==> config.mk <==
export PLATFORM = sky130hd
export DESIGN_NAME = fir_pwm_out
export DESIGN_NICKNAME = d
export VERILOG_FILES = /design/src/rtl/fir_pwm_pkg.sv /design/src/rtl/fir_pwm_out_pwm_gen.sv /design/src/rtl/fir_pwm_out.sv
export SDC_FILE = /design/constraint.sdc
export NUM_CORES = 1
export LEC_CHECK = 0
export ABC_AREA = 0
export CAP_MARGIN = 20
export CORE_MARGIN = 1.5
export CORE_UTILIZATION = 55
export CTS_CLUSTER_DIAMETER = 60
export DETAILED_ROUTE_END_ITERATION = 8
export PLACE_DENSITY = 0.86
export SLEW_MARGIN = 20
export SYNTH_ARGS = -nofsm -noshare
export SYNTH_HDL_FRONTEND = slang
export SYNTH_HIERARCHICAL = 1
export SYNTH_SLANG_ARGS = --single-unit
==> constraint.sdc <==
create_clock -name i_clk -period 5.4 [get_ports i_clk]
set_input_delay 1.35 -clock i_clk [delete_from_list [all_inputs] [get_ports i_clk]]
set_output_delay 1.35 -clock i_clk [all_outputs]
set_load 0.03 [all_outputs]
==> src/rtl/fir_pwm_pkg.sv <==
// Shared types and helpers for the fir_pwm_out PWM audio output stage.
package fir_pwm_pkg;

   typedef enum logic [1:0] {MUTED, RAMP_UP, RUN, RAMP_DOWN} state_t;

   // Periods allowed in RAMP_UP before RUN is forced (2^PWM_BITS at PWM_BITS = 8).
   localparam int unsigned RAMP_TIMEOUT = 256;

   // Clamp s to a signed 'bits'-wide range, then re-bias to offset binary.
   function automatic logic [15:0] sat_to_offset(input logic signed [63:0] s,
                                                 input int unsigned bits);
      logic signed [63:0] hi;
      logic signed [63:0] lo;
      logic signed [63:0] v;
      hi = (64'sd1 <<< (bits - 1)) - 64'sd1;
      lo = -(64'sd1 <<< (bits - 1));
      v  = s;
      if (s > hi) begin
         v = hi;
      end else if (s < lo) begin
         v = lo;
      end
      v = v + (64'sd1 <<< (bits - 1));
      return v[15:0];
   endfunction

   // True when sat_to_offset would have to clamp s.
   function automatic logic is_clipped(input logic signed [63:0] s, input int unsigned bits);
      logic signed [63:0] hi;
      logic signed [63:0] lo;
      hi = (64'sd1 <<< (bits - 1)) - 64'sd1;
      lo = -(64'sd1 <<< (bits - 1));
      return (s > hi) || (s < lo);
   endfunction

endpackage

==> src/rtl/fir_pwm_out_pwm_gen.sv <==
// PWM counter, period-start strobe and registered compare for fir_pwm_out.
module pwm_gen #(
   parameter int unsigned PWM_BITS = 8
) (
   input  logic                i_clk,
   input  logic                i_rst,
   input  logic [PWM_BITS-1:0] i_duty,
   output logic                o_pwm_out,
   output logic                o_period_start
);

   logic [PWM_BITS-1:0] r_cnt;

   // High in the last cycle of a period; the counter wraps to 0 on the next edge.
   assign o_period_start = (r_cnt == '1);

   // Free-running counter and compare; output is registered to stay glitch-free.
   always_ff @(posedge i_clk) begin
      if (i_rst) begin
         r_cnt     <= '0;
         o_pwm_out <= 1'b0;
      end else begin
         r_cnt     <= r_cnt + PWM_BITS'(1);
         o_pwm_out <= (r_cnt < i_duty);
      end
   end

endmodule

==> src/rtl/fir_pwm_out.sv <==
// fir_pwm_out: scales fir_n samples into an offset-binary PWM duty with pop-free mute ramps.
// Optional macro FIR_PWM_CLIP_CNT_EN adds a saturating 16-bit clip counter output.
module fir_pwm_out
   import fir_pwm_pkg::*;
#(
   parameter int unsigned N        = 32,
   parameter int unsigned SHIFT    = 8,
   parameter int unsigned PWM_BITS = 8
) (
   input  logic                i_clk,
   input  logic                i_rst,
   input  logic                i_clk_d,
   input  logic                i_ena,
   input  logic [N-1:0]        i_y_in,
   output logic                o_pwm_out,
   output logic [PWM_BITS-1:0] o_duty,
   output logic                o_clip,
`ifdef FIR_PWM_CLIP_CNT_EN
   output logic [15:0]         o_clip_count,
`endif
   output logic                o_muted
);

   localparam logic [PWM_BITS-1:0] MID = {1'b1, {(PWM_BITS-1){1'b0}}};
   localparam int unsigned         RCW = $clog2(RAMP_TIMEOUT) + 1;

   logic                r_clk_d_q;
   logic                w_stb;
   logic signed [N-1:0] r_y;
   logic signed [N-1:0] r_s;
   logic signed [63:0]  w_s_ext;
   logic                r_v1;
   logic                r_v2;
   logic [PWM_BITS-1:0] r_pending;
   logic                r_clip;

   state_t              r_state;
   state_t              w_state_d;
   logic [PWM_BITS-1:0] r_duty;
   logic [PWM_BITS-1:0] w_duty_d;
   logic [RCW-1:0]      r_ramp_cnt;
   logic [RCW-1:0]      w_ramp_cnt_d;
   logic [PWM_BITS-1:0] w_to_pend;
   logic [PWM_BITS-1:0] w_to_mid;
   logic                w_period_start;

   assign w_stb   = i_clk_d & ~r_clk_d_q;
   assign w_s_ext = {{(64-N){r_s[N-1]}}, r_s};

   // Sample pipeline: capture, shift, then saturate into pending; only the latest sample is kept.
   always_ff @(posedge i_clk) begin
      if (i_rst) begin
         r_clk_d_q <= 1'b0;
         r_y       <= '0;
         r_s       <= '0;
         r_v1      <= 1'b0;
         r_v2      <= 1'b0;
         r_pending <= MID;
         r_clip    <= 1'b0;
      end else begin
         r_clk_d_q <= i_clk_d;
         if (w_stb) begin
            r_y <= i_y_in;
         end
         r_v1   <= w_stb;
         r_s    <= r_y >>> SHIFT;
         r_v2   <= r_v1;
         r_clip <= r_v2 & is_clipped(w_s_ext, PWM_BITS);
         if (r_v2) begin
            r_pending <= PWM_BITS'(sat_to_offset(w_s_ext, PWM_BITS));
         end
      end
   end

   // FSM state, applied duty and ramp timeout counter.
   always_ff @(posedge i_clk) begin
      if (i_rst) begin
         r_state    <= MUTED;
         r_duty     <= MID;
         r_ramp_cnt <= '0;
      end else begin
         r_state    <= w_state_d;
         r_duty     <= w_duty_d;
         r_ramp_cnt <= w_ramp_cnt_d;
      end
   end

   // Next-state logic, evaluated only at PWM period start so duty never changes mid-period.
   always_comb begin
      w_state_d    = r_state;
      w_duty_d     = r_duty;
      w_ramp_cnt_d = r_ramp_cnt;
      w_to_pend    = r_duty;
      w_to_mid     = r_duty;
      if (r_duty < r_pending) begin
         w_to_pend = r_duty + PWM_BITS'(1);
      end else if (r_duty > r_pending) begin
         w_to_pend = r_duty - PWM_BITS'(1);
      end
      if (r_duty < MID) begin
         w_to_mid = r_duty + PWM_BITS'(1);
      end else if (r_duty > MID) begin
         w_to_mid = r_duty - PWM_BITS'(1);
      end
      if (w_period_start) begin
         unique case (r_state)
            MUTED: begin
               w_duty_d = MID;
               if (i_ena) begin
                  w_state_d    = RAMP_UP;
                  w_ramp_cnt_d = '0;
               end
            end
            RAMP_UP: begin
               if (!i_ena) begin
                  w_duty_d  = w_to_mid;
                  w_state_d = (w_to_mid == MID) ? MUTED : RAMP_DOWN;
               end else begin
                  w_duty_d     = w_to_pend;
                  w_ramp_cnt_d = r_ramp_cnt + RCW'(1);
                  if ((w_to_pend == r_pending) || (r_ramp_cnt == RCW'(RAMP_TIMEOUT - 1))) begin
                     w_state_d = RUN;
                  end
               end
            end
            RUN: begin
               if (!i_ena) begin
                  w_duty_d  = w_to_mid;
                  w_state_d = (w_to_mid == MID) ? MUTED : RAMP_DOWN;
               end else begin
                  w_duty_d = r_pending;
               end
            end
            RAMP_DOWN: begin
               if (i_ena) begin
                  w_duty_d     = w_to_pend;
                  w_state_d    = RAMP_UP;
                  w_ramp_cnt_d = '0;
               end else begin
                  w_duty_d = w_to_mid;
                  if (w_to_mid == MID) begin
                     w_state_d = MUTED;
                  end
               end
            end
            default: begin
               w_state_d = MUTED;
               w_duty_d  = MID;
            end
         endcase
      end
   end

`ifdef FIR_PWM_CLIP_CNT_EN
   logic [15:0] r_clip_count;

   // Saturating count of clip pulses.
   always_ff @(posedge i_clk) begin
      if (i_rst) begin
         r_clip_count <= '0;
      end else if (r_clip && (r_clip_count != 16'hFFFF)) begin
         r_clip_count <= r_clip_count + 16'd1;
      end
   end

   assign o_clip_count = r_clip_count;
`endif

   pwm_gen #(
      .PWM_BITS(PWM_BITS)
   ) u_pwm_gen (
      .i_clk         (i_clk),
      .i_rst         (i_rst),
      .i_duty        (r_duty),
      .o_pwm_out     (o_pwm_out),
      .o_period_start(w_period_start)
   );

   assign o_duty  = r_duty;
   assign o_clip  = r_clip;
   assign o_muted = (r_state == MUTED);

endmodule

Yosys cells after proc, flatten, opt, wreduce, memory -nomap -nowiden
Cells that the tools add are included.
- bits in registers: 96
- bits of input ports: 36
- add/subtract/negate cells: 5
- order comparisons: 7
- equal/unequal tests: 13
- mux-type cells: 22
- bitwise logic cells: 3
- reductions and logical operators: 8
- operator list (kind ; count):
    two-way mux 8 bit ; 10
    greater-than comparator 24 x 8 -> 1 bit (second input constant) ; 1
    less-than comparator 24 x 8 -> 1 bit (second input constant) ; 1
    one-hot mux 8 bit (3 select lines) ; 1
    two-way mux 9 bit ; 2
    one-hot mux 9 bit (2 select lines) ; 1
    adder 8 x 1 -> 8 bit (second input constant) ; 2
    equality test 8 bit (second input constant) ; 2
    less-than comparator 8 bit ; 2
    two-way mux 2 bit ; 7
    adder 9 x 1 -> 9 bit (second input constant) ; 1
    equality test 9 x 8 -> 1 bit (second input constant) ; 1
    adder 8 bit (second input constant) ; 1
    equality test 8 bit ; 1
    greater-than comparator 8 bit ; 1
    greater-than comparator 8 bit (second input constant) ; 1
    less-than comparator 8 bit (second input constant) ; 1
    one-hot mux 2 bit (4 select lines) ; 1
    subtractor 8 x 1 -> 8 bit (second input constant) ; 1
    != test 2 bit (second input constant) ; 3
    != test 3 bit (second input constant) ; 2
    AND reduction 5 bit ; 1
    equality test 2 bit (second input constant) ; 2
    AND reduction 4 bit ; 1
    other kinds (8) ; 11

Longest topological paths before layout
- depth in word-level cells: 8
- mapped depth: 12
- gate-level depth less buffers: 11

Hierarchy
Netlist, hierarchy kept.
- modules (own cells, without submodules) (module ; times used ; cells each ; area each (um^2)):
    fir_pwm_out ; 1 ; 460 ; 4122.7
    pwm_gen ; 1 ; 58 ; 504.2

Least setup slack after synthesis
Ideal clock, no wire load.
- kind: register to register
- from: reg r_duty[0] (netlist: o_duty[0])
- to: reg r_state[1]
- setup time: 72 ps
- arrival: 3004 ps
- slack: 2324 ps
- cell stages (with the launch flop): 13
- path buffers: 1
- cells stage by stage: dfxtp_1 > clkbuf_1 > inv_1 > ha_1 > nor2b_1 > o211ai_1 > a21oi_1 > o21ai_0 > o32ai_1 > xnor3_1 > nor4_1 > or3_4 > mux2i_1
- word-level cells in the longest chain between the ends: 7
- elaborated cells between the ends (all ways): 20
- ends and longest elaborated chain (item ; line ; text):
    from (decl) ; fir_pwm_out.sv:39 ; logic [PWM_BITS-1:0] r_duty;
    from (signal assigned) ; fir_pwm_out.sv:83 ; r_duty <= w_duty_d;
    subtractor 8 x 1 -> 8 bit (tied with other cells) ; fir_pwm_out.sv:98, fir_pwm_out.sv:103 ;
    two-way mux 8 bit (on tied branches) ; fir_pwm_out.sv:102, fir_pwm_out.sv:97 ;
    two-way mux 8 bit (on tied branches) ; fir_pwm_out.sv:100, fir_pwm_out.sv:95 ;
    equality test 8 bit (on tied branches) ; -- ;
    two-way mux 2 bit / logical OR 1 bit (equally long branches) ; fir_pwm_out.sv:117, fir_pwm_out.sv:129, fir_pwm_out.sv:121 ;
    two-way mux 2 bit (tied with other cells) ; fir_pwm_out.sv:127 ; if (!i_ena) begin
    one-hot mux 2 bit (4 select lines) / AND reduction 5 bit (equally long branches) ; -- ;
    to (signal assigned) ; fir_pwm_out.sv:82 ; r_state <= w_state_d;
    to (decl) ; fir_pwm_out.sv:37 ; state_t r_state;
Several ways; a longest one is shown, not always the timed one. The select of a mux whose other input is x is not followed.
A chain may end at the register's enable or synchronous reset.

Worst setup path in the final report
- from: in i_ena
- to: reg r_state[1]
- word-level cells in the longest chain between the ends: 2
- elaborated cells between the ends (all ways): 8
- ends and longest elaborated chain (item ; line ; text):
    from (decl) ; fir_pwm_out.sv:13 ; input logic i_ena,
    != test 3 bit (no line) (tied with other cells) ; -- ;
    AND reduction 5 bit (no line) / one-hot mux 2 bit (4 select lines) (equally long branches) ; -- ;
Several ways; a longest one is shown, not always the timed one.

==> load_flow_metrics.sql <==
INSERT INTO impl_metrics (metric_group, metric, value, unit) VALUES
('floorplanning', 'core.rowCount', '33', ''),
('sta', 'drv_slew', '0', ''),
('global_route', 'first_global_vias', '3813', ''),
('route', 'ant_nets', '0', ''),
('critical_path', 'critical_path.cell_chain', 'clkdlybuf4s50_1, inv_1, nor3_1, o41ai_1, a31oi_1, o2111ai_1, nor4_1, or3_4, mux2i_1', ''),
('synth', 'synth_top_cell_by_area', 'sky130_fd_sc_hd__dfxtp_1', ''),
('sta', 'timing.final.crit_share', '0.698', ''),
('synth', 'postSynthRegisterBits', '88', ''),
('clocking', 'cts_repair_resize_count', '0', ''),
('placed_design', 'preCtsSetupSlack', '1.33', 'ns'),
('route', 'firstDrtPassIters', '7', ''),
('sta', 'fmaxAchievable', '0.265', 'GHz'),
('sta', 'finalSetupViolations', '0', ''),
('synth', 'synth.avg_cell_area', '8.93', 'um^2'),
('placed_design', 'post_dp_cell_area', '5050', 'um^2'),
('critical_path', 'critPathArrivalTime', '4.05', 'ns'),
('clocking', 'cts-buffers-inserted', '9', ''),
('synth', 'synth.distinct_cells', '66', ''),
('synth', 'synthesis.nets', '580', ''),
('clocking', 'cts_tree', 'done', ''),
('global_route', 'grt_overflow', '0', ''),
('route', 'routed-via-count', '3980', ''),
('outcome', 'status', 'finished clean', ''),
('synth', 'synth_largest_type_area_fraction', '0.381', ''),
('placed_design', 'place_congestion', '0.965', ''),
('sta', 'fin_worst_hold_slack', '0.453', 'ns'),
('cells_and_area', 'num_antenna_cells', '0', ''),
('cells_and_area', 'final_layout_size_suffix_gt1_frac', '0.0585', ''),
('critical_path', 'worstPathRequired', '5.68', 'ns'),
('synth', 'synth-edff-count', '0', ''),
('sta', 'max-slew-margin-rel', '0.370', ''),
('power', 'ir_drop', '201', 'uV'),
('sta', 'finalHoldViolCount', '0', ''),
('sta', 'sum_of_negative_setup_slack', '0', 'ns'),
('cells_and_area', 'final_layout_net_count', '606', ''),
('synth', 'postSynth.asyncResetShare', '0', ''),
('global_route', 'grt_first_pass_wirelength', '17500', 'um'),
('critical_path', 'slowest_stage', 'sky130_fd_sc_hd__clkdlybuf4s50_1', ''),
('clocking', 'root_buffer', 'sky130_fd_sc_hd__clkbuf_8', ''),
('clocking', 'clock_insertion_delay_worst_skew', '0.35', 'ns'),
('global_route', 'grt.total_usage', '0.248', ''),
('global_route', 'number_of_antenna_violations_at_the_first_check_in_global_routing', '0', ''),
('placed_design', 'detailed_place_hpwl', '7460', 'um'),
('min_path', 'timing.hold.worst.class', 'reg2reg', ''),
('power', 'cellLeakagePower', '1.99', 'nW'),
('route', 'first_iter_violations', '295', ''),
('sta', 'worst_clock_skew', '0.0127', 'ns'),
('job', 'max_cap_violations', '0', ''),
('floorplanning', 'pin_count', '47', ''),
('clocking', 'cts_max_level', '3', ''),
('route', 'drt_drc_violations_left', '0', ''),
('critical_path', 'critPathMaxFanout', '16', ''),
('global_route', 'grt_start_max_net_pins', '53', ''),
('synth', 'synth.yosys.seq_area_share', '0.381', ''),
('sta', 'setup_ws_post_layout', '1.63', 'ns'),
('cells_and_area', 'layout.core_utilization', '0.639', ''),
('route', 'post_drt_wl_per_cell', '15.9', 'um'),
('critical_path', 'crit_path_start_kind', 'input pin', ''),
('sta', 'worst-slew-pin-transition', '0.945', 'ns'),
('route', 'totalWireLength', '10300', 'um'),
('synth', 'yosys_warnings', '6', ''),
('clocking', 'clock_slew_seen_by_the_registers_of_the_worst_setup_and_hold_paths', '0.08', 'ns'),
('power', 'power-per-cell-area', '244', 'nW/um^2'),
('clocking', 'clock_path_buffers', '2', ''),
('route', 'post_dr_vias_cell', '6.10', ''),
('synth', 'syn_inst', '518', ''),
('clocking', 'cts_num_sinks', '88', ''),
('floorplanning', 'die_h', '94.7', 'um'),
('floorplanning', 'initial_core_util', '0.566', ''),
('floorplanning', 'core_area', '8180', 'um^2'),
('critical_path', 'cpPeakStageDelay', '0.86', 'ns');
## critical path, delay by kind of cell
kind            cells  cell delay (ns)
buf+inv             2             1.08
simple gates        3             1.00
compound gates      3             0.46
mux                 1             0.17
## per-stage QoR
step                total power [mW]  cells
floorplan                      0.836    518
global placement               0.889    638
detailed placement             0.894    638
CTS                             1.28    652
global route                    1.35    652
finish                          1.27    652
## where the power goes
group          switching [mW]  internal, mW
Sequential             0.0155         0.681
Combinational          0.0983        0.0871
Clock                   0.216         0.176
Total                   0.330         0.944
## cell families after synthesis
group,count (synthesis),synth area share
and+or+nand+nor,176,0.211
AOI/OAI and AO/OA,150,0.240
DFF,88,0.381
buffers and inverters,52,0.0449
adders and majority gates,26,0.0703
xor gates and xnor gates,22,0.0446
muxes,4,0.00892
## metal layers
metal,routed length (um),track usage,part of all wire,up-vias
met5,0,0,0,-
met4,174,0.0908,0.017,0
met3,597,0.0443,0.058,19
met2,4970,0.418,0.48,136
met1,4590,0.317,0.44,1873
li1,-,-,-,1952
## cell usage in the layout (no fill, tap or decap), types with 3 or more instances in the layout
cell,netlist,final
sky130_fd_sc_hd__o22ai_1,3,3
sky130_fd_sc_hd__clkbuf_8,0,10
sky130_fd_sc_hd__xor2_1,11,11
sky130_fd_sc_hd__and4_1,5,5
sky130_fd_sc_hd__buf_4,0,3
sky130_fd_sc_hd__and2_1,3,3
sky130_fd_sc_hd__o41ai_1,4,3
sky130_fd_sc_hd__ha_1,26,26
sky130_fd_sc_hd__o21a_1,3,3
sky130_fd_sc_hd__o211ai_1,13,13
sky130_fd_sc_hd__a211o_1,3,3
sky130_fd_sc_hd__a221oi_1,6,6
sky130_fd_sc_hd__nand3_1,12,12
sky130_fd_sc_hd__nor4_1,6,6
sky130_fd_sc_hd__nand2b_1,12,12
sky130_fd_sc_hd__nor2b_1,31,31
sky130_fd_sc_hd__nand4_1,9,9
sky130_fd_sc_hd__mux2i_1,3,3
sky130_fd_sc_hd__and3_1,5,5
sky130_fd_sc_hd__a21oi_1,31,31
sky130_fd_sc_hd__dfxtp_1,88,88
sky130_fd_sc_hd__nor3_1,6,6
sky130_fd_sc_hd__clkdlybuf4s50_1,0,37
sky130_fd_sc_hd__inv_1,26,26
sky130_fd_sc_hd__o21ai_0,21,21
sky130_fd_sc_hd__a211oi_1,3,3
sky130_fd_sc_hd__o32ai_1,3,3
sky130_fd_sc_hd__a31oi_1,4,4
sky130_fd_sc_hd__o22a_1,25,25
sky130_fd_sc_hd__or2_2,3,3
sky130_fd_sc_hd__o221ai_1,5,5
sky130_fd_sc_hd__xnor2_1,10,10
sky130_fd_sc_hd__nand2_1,32,32
sky130_fd_sc_hd__nor2_1,36,36
sky130_fd_sc_hd__or3_1,6,6
## final timing paths
check            start    endpoint  slack (ns)  cells after the start
max              i_ena  r_state[1]        1.63                      9
min               r_v1        r_v2        0.45                      1
max reg2reg  o_duty[2]  r_state[1]        1.77                      9
min reg2reg       r_v1        r_v2        0.45                      1
## synthesized netlist by cell type, types with 2 or more instances
| master | n |
|---|---|
| sky130_fd_sc_hd__dfxtp_1 | 88 |
| sky130_fd_sc_hd__nor2_1 | 36 |
| sky130_fd_sc_hd__nand2_1 | 32 |
| sky130_fd_sc_hd__a21oi_1 | 31 |
| sky130_fd_sc_hd__nor2b_1 | 31 |
| sky130_fd_sc_hd__ha_1 | 26 |
| sky130_fd_sc_hd__inv_1 | 26 |
| sky130_fd_sc_hd__o22a_1 | 25 |
| sky130_fd_sc_hd__clkbuf_1 | 21 |
| sky130_fd_sc_hd__o21ai_0 | 21 |
| sky130_fd_sc_hd__o211ai_1 | 13 |
| sky130_fd_sc_hd__nand2b_1 | 12 |
| sky130_fd_sc_hd__nand3_1 | 12 |
| sky130_fd_sc_hd__xor2_1 | 11 |
| sky130_fd_sc_hd__xnor2_1 | 10 |
| sky130_fd_sc_hd__nand4_1 | 9 |
| sky130_fd_sc_hd__a221oi_1 | 6 |
| sky130_fd_sc_hd__nor3_1 | 6 |
| sky130_fd_sc_hd__nor4_1 | 6 |
| sky130_fd_sc_hd__or3_1 | 6 |
| sky130_fd_sc_hd__and3_1 | 5 |
| sky130_fd_sc_hd__and4_1 | 5 |
| sky130_fd_sc_hd__o221ai_1 | 5 |
| sky130_fd_sc_hd__a31oi_1 | 4 |
| sky130_fd_sc_hd__buf_2 | 4 |
| sky130_fd_sc_hd__o41ai_1 | 4 |
| sky130_fd_sc_hd__a211o_1 | 3 |
| sky130_fd_sc_hd__a211oi_1 | 3 |
| sky130_fd_sc_hd__and2_1 | 3 |
| sky130_fd_sc_hd__mux2i_1 | 3 |
| sky130_fd_sc_hd__o21a_1 | 3 |
| sky130_fd_sc_hd__o22ai_1 | 3 |
| sky130_fd_sc_hd__o32ai_1 | 3 |
| sky130_fd_sc_hd__or2_2 | 3 |
| sky130_fd_sc_hd__a21boi_0 | 2 |
| sky130_fd_sc_hd__a21o_1 | 2 |
| sky130_fd_sc_hd__a221o_1 | 2 |
| sky130_fd_sc_hd__a2bb2oi_1 | 2 |
| sky130_fd_sc_hd__o2111ai_1 | 2 |
| sky130_fd_sc_hd__o211a_1 | 2 |
| sky130_fd_sc_hd__o31ai_1 | 2 |
## flip-flops by register name, summed over array words and instances (netlist names)
register             count
r_v1                     1
r_v2                     1
o_duty                   8
u_pwm_gen/o_pwm_out      1
r_clk_d_q                1
r_pending                8
u_pwm_gen/r_cnt          8
r_state                  2
r_s                     24
r_ramp_cnt               9
o_clip                   1
r_y                     24
## final cells by class
class                   count  area [um^2]
clock buffers              10          138
clock inverters             4         30.0
fillers                   648         2950
inverters                  26         97.6
multi-input cells         378         2670
flip-flops and latches     88         1760
well taps                 105          131
repair buffers             41          398
No activity file was read; power rests on OpenSTA's default activity.
